[config.mk]
export PLATFORM = sky130hd
export DESIGN_NAME = slurm16_flash_dma
export DESIGN_NICKNAME = d
export VERILOG_FILES = /design/src/rtl/slurm16_flash_dma_pkg.sv /design/src/rtl/slurm16_spi_shifter.sv /design/src/rtl/slurm16_flash_dma.sv
export SDC_FILE = /design/constraint.sdc
export NUM_CORES = 1
export LEC_CHECK = 0
export CORE_UTILIZATION = 52
export CTS_BUF_LIST = sky130_fd_sc_hd__clkbuf_8 sky130_fd_sc_hd__clkbuf_16
export CTS_CLUSTER_SIZE = 40
export DETAILED_ROUTE_END_ITERATION = 16
export PLACE_DENSITY = 0.86
export SLEW_MARGIN = 20
export SYNTH_ARGS = -nofsm -noshare
export SYNTH_HDL_FRONTEND = slang
export SYNTH_SLANG_ARGS = --single-unit
[constraint.sdc]
create_clock -name CLK -period 2.3 [get_ports CLK]
set_input_delay 0.46 -clock CLK [delete_from_list [all_inputs] [get_ports CLK]]
set_output_delay 0.46 -clock CLK [all_outputs]
set_load 0.02 [all_outputs]
[src/rtl/slurm16_flash_dma_pkg.sv]
// slurm16_flash_dma shared definitions.
// Register map, SPI opcode, FSM and shift-length enums.
package slurm16_flash_dma_pkg;

  localparam logic [3:0] REG_FLASH_LO  = 4'd0;
  localparam logic [3:0] REG_FLASH_HI  = 4'd1;
  localparam logic [3:0] REG_DMA_ADDR  = 4'd2;
  localparam logic [3:0] REG_DMA_COUNT = 4'd3;
  localparam logic [3:0] REG_CMD       = 4'd4;
  localparam logic [3:0] REG_STATUS    = 4'd5;

  localparam logic [7:0] SPI_CMD_READ = 8'h03;

  typedef enum logic [2:0] {
    ST_IDLE,
    ST_CMD,
    ST_DATA,
    ST_WRITE,
    ST_ACK,
    ST_DONE
  } state_e;

  typedef enum logic [1:0] {
    LEN_8,
    LEN_16,
    LEN_32
  } spi_len_e;

endpackage

[src/rtl/slurm16_spi_shifter.sv]
// CLK_DIV-paced mode-0 SPI shift engine.
// MSB-first out, MISO sampled on the CLK where SCK rises.
module slurm16_spi_shifter
  import slurm16_flash_dma_pkg::*;
#(
  parameter int CLK_DIV = 1
) (
  input  logic        CLK,
  input  logic        RSTb,
  input  logic        start,
  input  spi_len_e    len,
  input  logic [31:0] tx_data,
  output logic [15:0] rx_data,
  output logic        done,
  output logic        SCK,
  output logic        MOSI,
  input  logic        MISO
);

  logic [31:0] sreg;
  logic [15:0] div_cnt;
  logic [5:0]  bit_cnt;
  logic [5:0]  len_bits;
  logic        active;
  logic        last_div;

  assign last_div = (div_cnt == 16'(CLK_DIV - 1));
  assign MOSI     = sreg[31];

  always_comb begin
    len_bits = 6'd32;
    unique case (len)
      LEN_8:   len_bits = 6'd8;
      LEN_16:  len_bits = 6'd16;
      default: len_bits = 6'd32;
    endcase
  end

  always_ff @(posedge CLK) begin
    if (!RSTb) begin
      sreg    <= '0;
      rx_data <= '0;
      div_cnt <= '0;
      bit_cnt <= '0;
      active  <= 1'b0;
      done    <= 1'b0;
      SCK     <= 1'b0;
    end else begin
      done <= 1'b0;
      if (start) begin
        active  <= 1'b1;
        SCK     <= 1'b0;
        div_cnt <= '0;
        sreg    <= tx_data;
        bit_cnt <= len_bits;
      end else if (active) begin
        if (last_div) begin
          div_cnt <= '0;
          SCK     <= ~SCK;
          if (!SCK) begin
            rx_data <= {rx_data[14:0], MISO};
          end else begin
            // falling edge: advance MOSI to the next bit
            sreg    <= {sreg[30:0], 1'b0};
            bit_cnt <= bit_cnt - 6'd1;
            if (bit_cnt == 6'd1) begin
              active <= 1'b0;
              done   <= 1'b1;
            end
          end
        end else begin
          div_cnt <= div_cnt + 16'd1;
        end
      end
    end
  end

endmodule

[src/rtl/slurm16_flash_dma.sv]
// SPI flash to memory DMA engine for the SLURM16 arbiter.
// Issues READ 0x03, streams little-endian words to memory.
module slurm16_flash_dma
  import slurm16_flash_dma_pkg::*;
#(
  parameter int CLK_DIV = 1
) (
  input  logic        CLK,
  input  logic        RSTb,
  input  logic [3:0]  ADDRESS,
  input  logic [15:0] DATA_IN,
  output logic [15:0] DATA_OUT,
  input  logic        WR,
  output logic        SCK,
  output logic        MOSI,
  input  logic        MISO,
  output logic        CS_b,
  output logic [15:0] fl_memory_address,
  output logic [15:0] fl_memory_data,
  output logic        fl_wvalid,
  input  logic        fl_wready,
  output logic        irq
);

  state_e state, state_d;

  logic [15:0] flash_lo;
  logic [7:0]  flash_hi;
  logic [15:0] dma_addr;
  logic [15:0] dma_count;
  logic [15:0] remain;
  logic        done_flag;
  logic        busy;
  logic        start_req;
  logic        done_clr;
  logic        wr_en;
  logic [15:0] rd_data;

  logic        sh_start;
  spi_len_e    sh_len;
  logic [31:0] sh_tx;
  logic [15:0] sh_rx;
  logic        sh_done;

  slurm16_spi_shifter #(
    .CLK_DIV (CLK_DIV)
  ) u_shifter (
    .CLK     (CLK),
    .RSTb    (RSTb),
    .start   (sh_start),
    .len     (sh_len),
    .tx_data (sh_tx),
    .rx_data (sh_rx),
    .done    (sh_done),
    .SCK     (SCK),
    .MOSI    (MOSI),
    .MISO    (MISO)
  );

  assign busy  = (state != ST_IDLE);
  assign wr_en = WR && !busy;

  assign start_req = WR && (ADDRESS == REG_CMD)
                   && DATA_IN[0] && (state == ST_IDLE);
  assign done_clr  = WR && (ADDRESS == REG_STATUS)
                   && DATA_IN[1];

  always_ff @(posedge CLK) begin
    if (!RSTb) state <= ST_IDLE;
    else       state <= state_d;
  end

  always_comb begin
    state_d  = state;
    sh_start = 1'b0;
    sh_len   = LEN_16;
    sh_tx    = '0;
    unique case (state)
      ST_IDLE: begin
        if (start_req) begin
          if (dma_count == 16'd0) begin
            state_d = ST_DONE;
          end else begin
            state_d  = ST_CMD;
            sh_start = 1'b1;
            sh_len   = LEN_32;
            sh_tx    = {SPI_CMD_READ, flash_hi, flash_lo};
          end
        end
      end
      ST_CMD: begin
        if (sh_done) begin
          state_d  = ST_DATA;
          sh_start = 1'b1;
        end
      end
      ST_DATA: begin
        if (sh_done) state_d = ST_WRITE;
      end
      ST_WRITE: begin
        if (fl_wready) state_d = ST_ACK;
      end
      // ACK is one cycle and ignores a lingering wready
      ST_ACK: begin
        if (remain != 16'd0) begin
          state_d  = ST_DATA;
          sh_start = 1'b1;
        end else begin
          state_d = ST_DONE;
        end
      end
      ST_DONE: state_d = ST_IDLE;
      default: state_d = ST_IDLE;
    endcase
  end

  always_comb begin
    rd_data = '0;
    unique case (1'b1)
      ADDRESS == REG_FLASH_LO:  rd_data = flash_lo;
      ADDRESS == REG_FLASH_HI:  rd_data = {8'h00, flash_hi};
      ADDRESS == REG_DMA_ADDR:  rd_data = dma_addr;
      ADDRESS == REG_DMA_COUNT: rd_data = dma_count;
      ADDRESS == REG_STATUS:    rd_data = {14'd0, done_flag, busy};
      default: ;
    endcase
  end

  always_ff @(posedge CLK) begin
    if (!RSTb) begin
      flash_lo          <= '0;
      flash_hi          <= '0;
      dma_addr          <= '0;
      dma_count         <= '0;
      remain            <= '0;
      done_flag         <= 1'b0;
      DATA_OUT          <= '0;
      CS_b              <= 1'b1;
      fl_wvalid         <= 1'b0;
      fl_memory_address <= '0;
      fl_memory_data    <= '0;
      irq               <= 1'b0;
    end else begin
      DATA_OUT <= rd_data;
      if (wr_en) begin
        unique case (1'b1)
          ADDRESS == REG_FLASH_LO:  flash_lo  <= DATA_IN;
          ADDRESS == REG_FLASH_HI:  flash_hi  <= DATA_IN[7:0];
          ADDRESS == REG_DMA_ADDR:  dma_addr  <= DATA_IN;
          ADDRESS == REG_DMA_COUNT: dma_count <= DATA_IN;
          default: ;
        endcase
      end
      CS_b      <= (state_d == ST_IDLE) || (state_d == ST_DONE);
      fl_wvalid <= (state_d == ST_WRITE);
      irq       <= (state_d == ST_DONE);
      if (state_d == ST_DONE)  done_flag <= 1'b1;
      else if (done_clr)       done_flag <= 1'b0;
      if (start_req) begin
        fl_memory_address <= dma_addr;
        remain            <= dma_count;
      end
      // first received byte is the low half of the word
      if (state == ST_DATA && sh_done)
        fl_memory_data <= {sh_rx[7:0], sh_rx[15:8]};
      if (state == ST_WRITE && fl_wready) begin
        fl_memory_address <= fl_memory_address + 16'd1;
        remain            <= remain - 16'd1;
      end
    end
  end

endmodule

==> flow_summary.ini <==
[die]
start_util_pct = 53.5
core_mm2 = 0.0159
dieWidth_um = 130
ios = 78
die_h_um = 130
row_count = 46
dieArea_mm2 = 0.0169

[critical_path]
critPathLaunchType = flip-flop
r2r-start = u_shifter.div_cnt[1]
criticalPathCategory = reg -> reg
reg2regPathDepth = 9
end_kind = flip-flop
crit_required_ns = 2.63
cp_data_arrival_time_ns = 2.66
critPathLaunch = u_shifter.div_cnt[1]
cp_max_fo = 6

[route]
route.detailed.drc = 0
drtIter0Drc = 1005
first_pass_iters = 8
viasPerCell = 6.14
ant_nets = 0
dr_total_vias = 8095
finalWirelength_um = 23600
wl_per_cell_um = 17.9

[finish]
diodes = 0
largest_register = u_shifter.sreg
largest_reg_flops = 32
fin_util_pct = 66.9
area_growth_syn_to_layout_pct = 25.0
nets = 1123
fin_area_mm2 = 0.0107
drive_gt1_share_pct = 13.7

[hold_path]
min_path_type = in -> reg
hold_start = RSTb
hold_path_depth = 3

[placement]
portBuffers = 77
place_area_mm2 = 0.00993
hpwl_um = 15500
gp_congestion = 0.893

[global_routing]
gr-total-overflow = 0
grt_pass1_wl_um = 37300
grt_antenna_before_repair = 0
grt_max_degree = 104
grt_usage_pct = 28.2
grt_pass1_vias = 7527

[synthesis]
ys_ff_latch = 200
synthTopCellsByArea = dfxtp_1, nand2_1, a21oi_1
yosys_warnings = 0
synth_area_per_cell_um2 = 8.59
synth.top_cell.area_share_pct = 46.9
seq_area_frac_synth_pct = 46.9
synth_edf_count = 0
ys_async_sr_fraction_pct = 0
ys_types = 62
synth_area_leader_cell = dfxtp_1
ys_top_cells_by_count = dfxtp_1, nand2_1, a21oi_1
synth.most_common_cell = dfxtp_1
synth_area_mm2 = 0.00853
netlist_instances = 993
syn_nets = 1024
synth_top_flop_cell = dfxtp_1

[sta]
relSlewSlack_pct = 56.6
fmax_ghz = 0.428
finalSetupViolations = 12
rsz0062_at_grt = true
tns_ns = -0.243
finalMaxSlewViolations = 0
fin_ws_ns = -0.0365
clock-skew-final_ns = 0.00853
worstMarginPinSlew_ns = 0.649
min_period_ns = 2.34
finalCritPeriodShare_pct = 102
hold_violations = 0

[run_status]
violations = setup timing
status = finished with violations

[cts]
cts_sinks = 200
numCtsBuffers = 17
clockBufferDepth = 2
cts_tree = done
htreeDepth = 4
clk_pin_slew_ns = 0.07
cts_root_buf = clkbuf_16
clk_latency_ns = 0.44

[pwr]
ir_drop_v = 0.000609
p_sw_uw = 1490
seqPwrFrac_pct = 50.4
pwr-share-comb_pct = 4.5
p_clk_share_pct = 45.1
power_per_cell_area_mw_per_mm2 = 651
power.internal_uw = 5450
power.share.switching_pct = 21.4
power.static_leakage_uw = 0.00399

[flow_run]
drv_cap = 0
-- cell usage in the layout (no fill, tap or decap), types with 3 or more instances in the layout --
master | Yosys | final
nor4_1 | 12 | 12
nor3_1 | 16 | 16
mux2i_1 | 25 | 25
a21oi_1 | 123 | 123
a22oi_1 | 4 | 4
inv_2 | 0 | 3
o221a_2 | 24 | 24
o211a_1 | 23 | 23
nand4_1 | 13 | 13
buf_6 | 1 | 4
nand2_1 | 190 | 190
or4_1 | 5 | 5
nand3_1 | 41 | 41
and2_1 | 4 | 4
xor2_1 | 10 | 10
bufinv_16 | 0 | 4
a221oi_1 | 4 | 4
and3_1 | 31 | 31
nor3b_1 | 3 | 3
clkbuf_16 | 0 | 18
clkdlybuf4s50_1 | 0 | 76
a31oi_1 | 9 | 8
o311ai_0 | 4 | 4
buf_4 | 0 | 64
inv_1 | 13 | 13
o211ai_1 | 6 | 6
xnor2_1 | 11 | 11
ha_1 | 6 | 5
or3_1 | 3 | 3
a222oi_1 | 15 | 15
dfxtp_1 | 200 | 199
buf_12 | 0 | 8
nor2_1 | 65 | 65
o21ai_0 | 12 | 11
nor2b_1 | 4 | 4
-- routing by layer --
layer  vias up  track usage, %  wire [um]
li1       3778               -          -
met4         0            9.99        578
met1      3850            36.0       9700
met3        53            6.64       1930
met5         -               0          0
met2       414            46.7      11400
-- worst paths after layout --
| kind | endpoint | slack, ns |
|---|---|---|
| max | u_shifter.sreg[7] | -0.04 |
| min | remain[0] | 0.45 |
| max reg2reg | u_shifter.sreg[7] | -0.04 |
| min reg2reg | fl_memory_data[1] | 0.45 |
-- power by group through the flow --
stage	Clock (uW)	Sequential, uW	Combinational [uW]
finish	3130	3500	310
detailed placement	0	3580	299
global placement	0	3580	295
global route	3290	3500	330
CTS	3140	3500	301
floorplan	0	3570	142
-- logic make-up after synthesis --
kind of cell    Yosys count  synth area share (%)
buf+inv                  87                  4.09
compound gates          240                  19.5
fa+ha+maj                 6                 0.880
simple gates            412                  23.2
xor+xnor                 21                  2.16
mux                      27                  3.20
flops                   200                  46.9
-- repair_timing --
| item | in CTS | in global routing |
|---|---|---|
| cloned | 0 | 2 |
| hold buffers | 0 | 0 |
| endpoints found under the setup margin | 11 | 60 |
| hold endpoints to repair | 0 | 0 |
| gates resized for setup | 2 | 14 |
| pin swaps | 1 | 3 |
| setup buffers | 0 | 2 |
-- layout make-up --
type                       instances  area (um2)
multi-input combinational        706        4250
timing repair buffer             154        1480
tap                              216         270
clock inverter                    11         158
fill                            1256        5280
sequential                       200        4010
clock buffer                      19         453
inverter                          13        48.8
-- metrics by stage --
stage / setup slack [ns] / total power [uW] / hold slack [ns] / instances
global route: -0.111 / 7120 / 0.440 / 1319
global placement: -0.0371 / 3870 / 0.441 / 1285
detailed placement: -0.0411 / 3880 / 0.447 / 1285
CTS: -0.00708 / 6940 / 0.433 / 1315
floorplan: 0.0932 / 3710 / 0.432 / 993
finish: -0.0365 / 6940 / 0.448 / 1319
-- critical path, cell delays in order (launching register included) --
cell and delay [ns]:
dfxtp_2 0.34, inv_2 0.07, ha_4 0.11, or4b_4 0.50
nor4_4 0.19, nand4_1 0.24, buf_6 0.20, buf_6 0.13
o211a_1 0.21, o221a_2 0.22
Power figures use the tool's default switching activity.
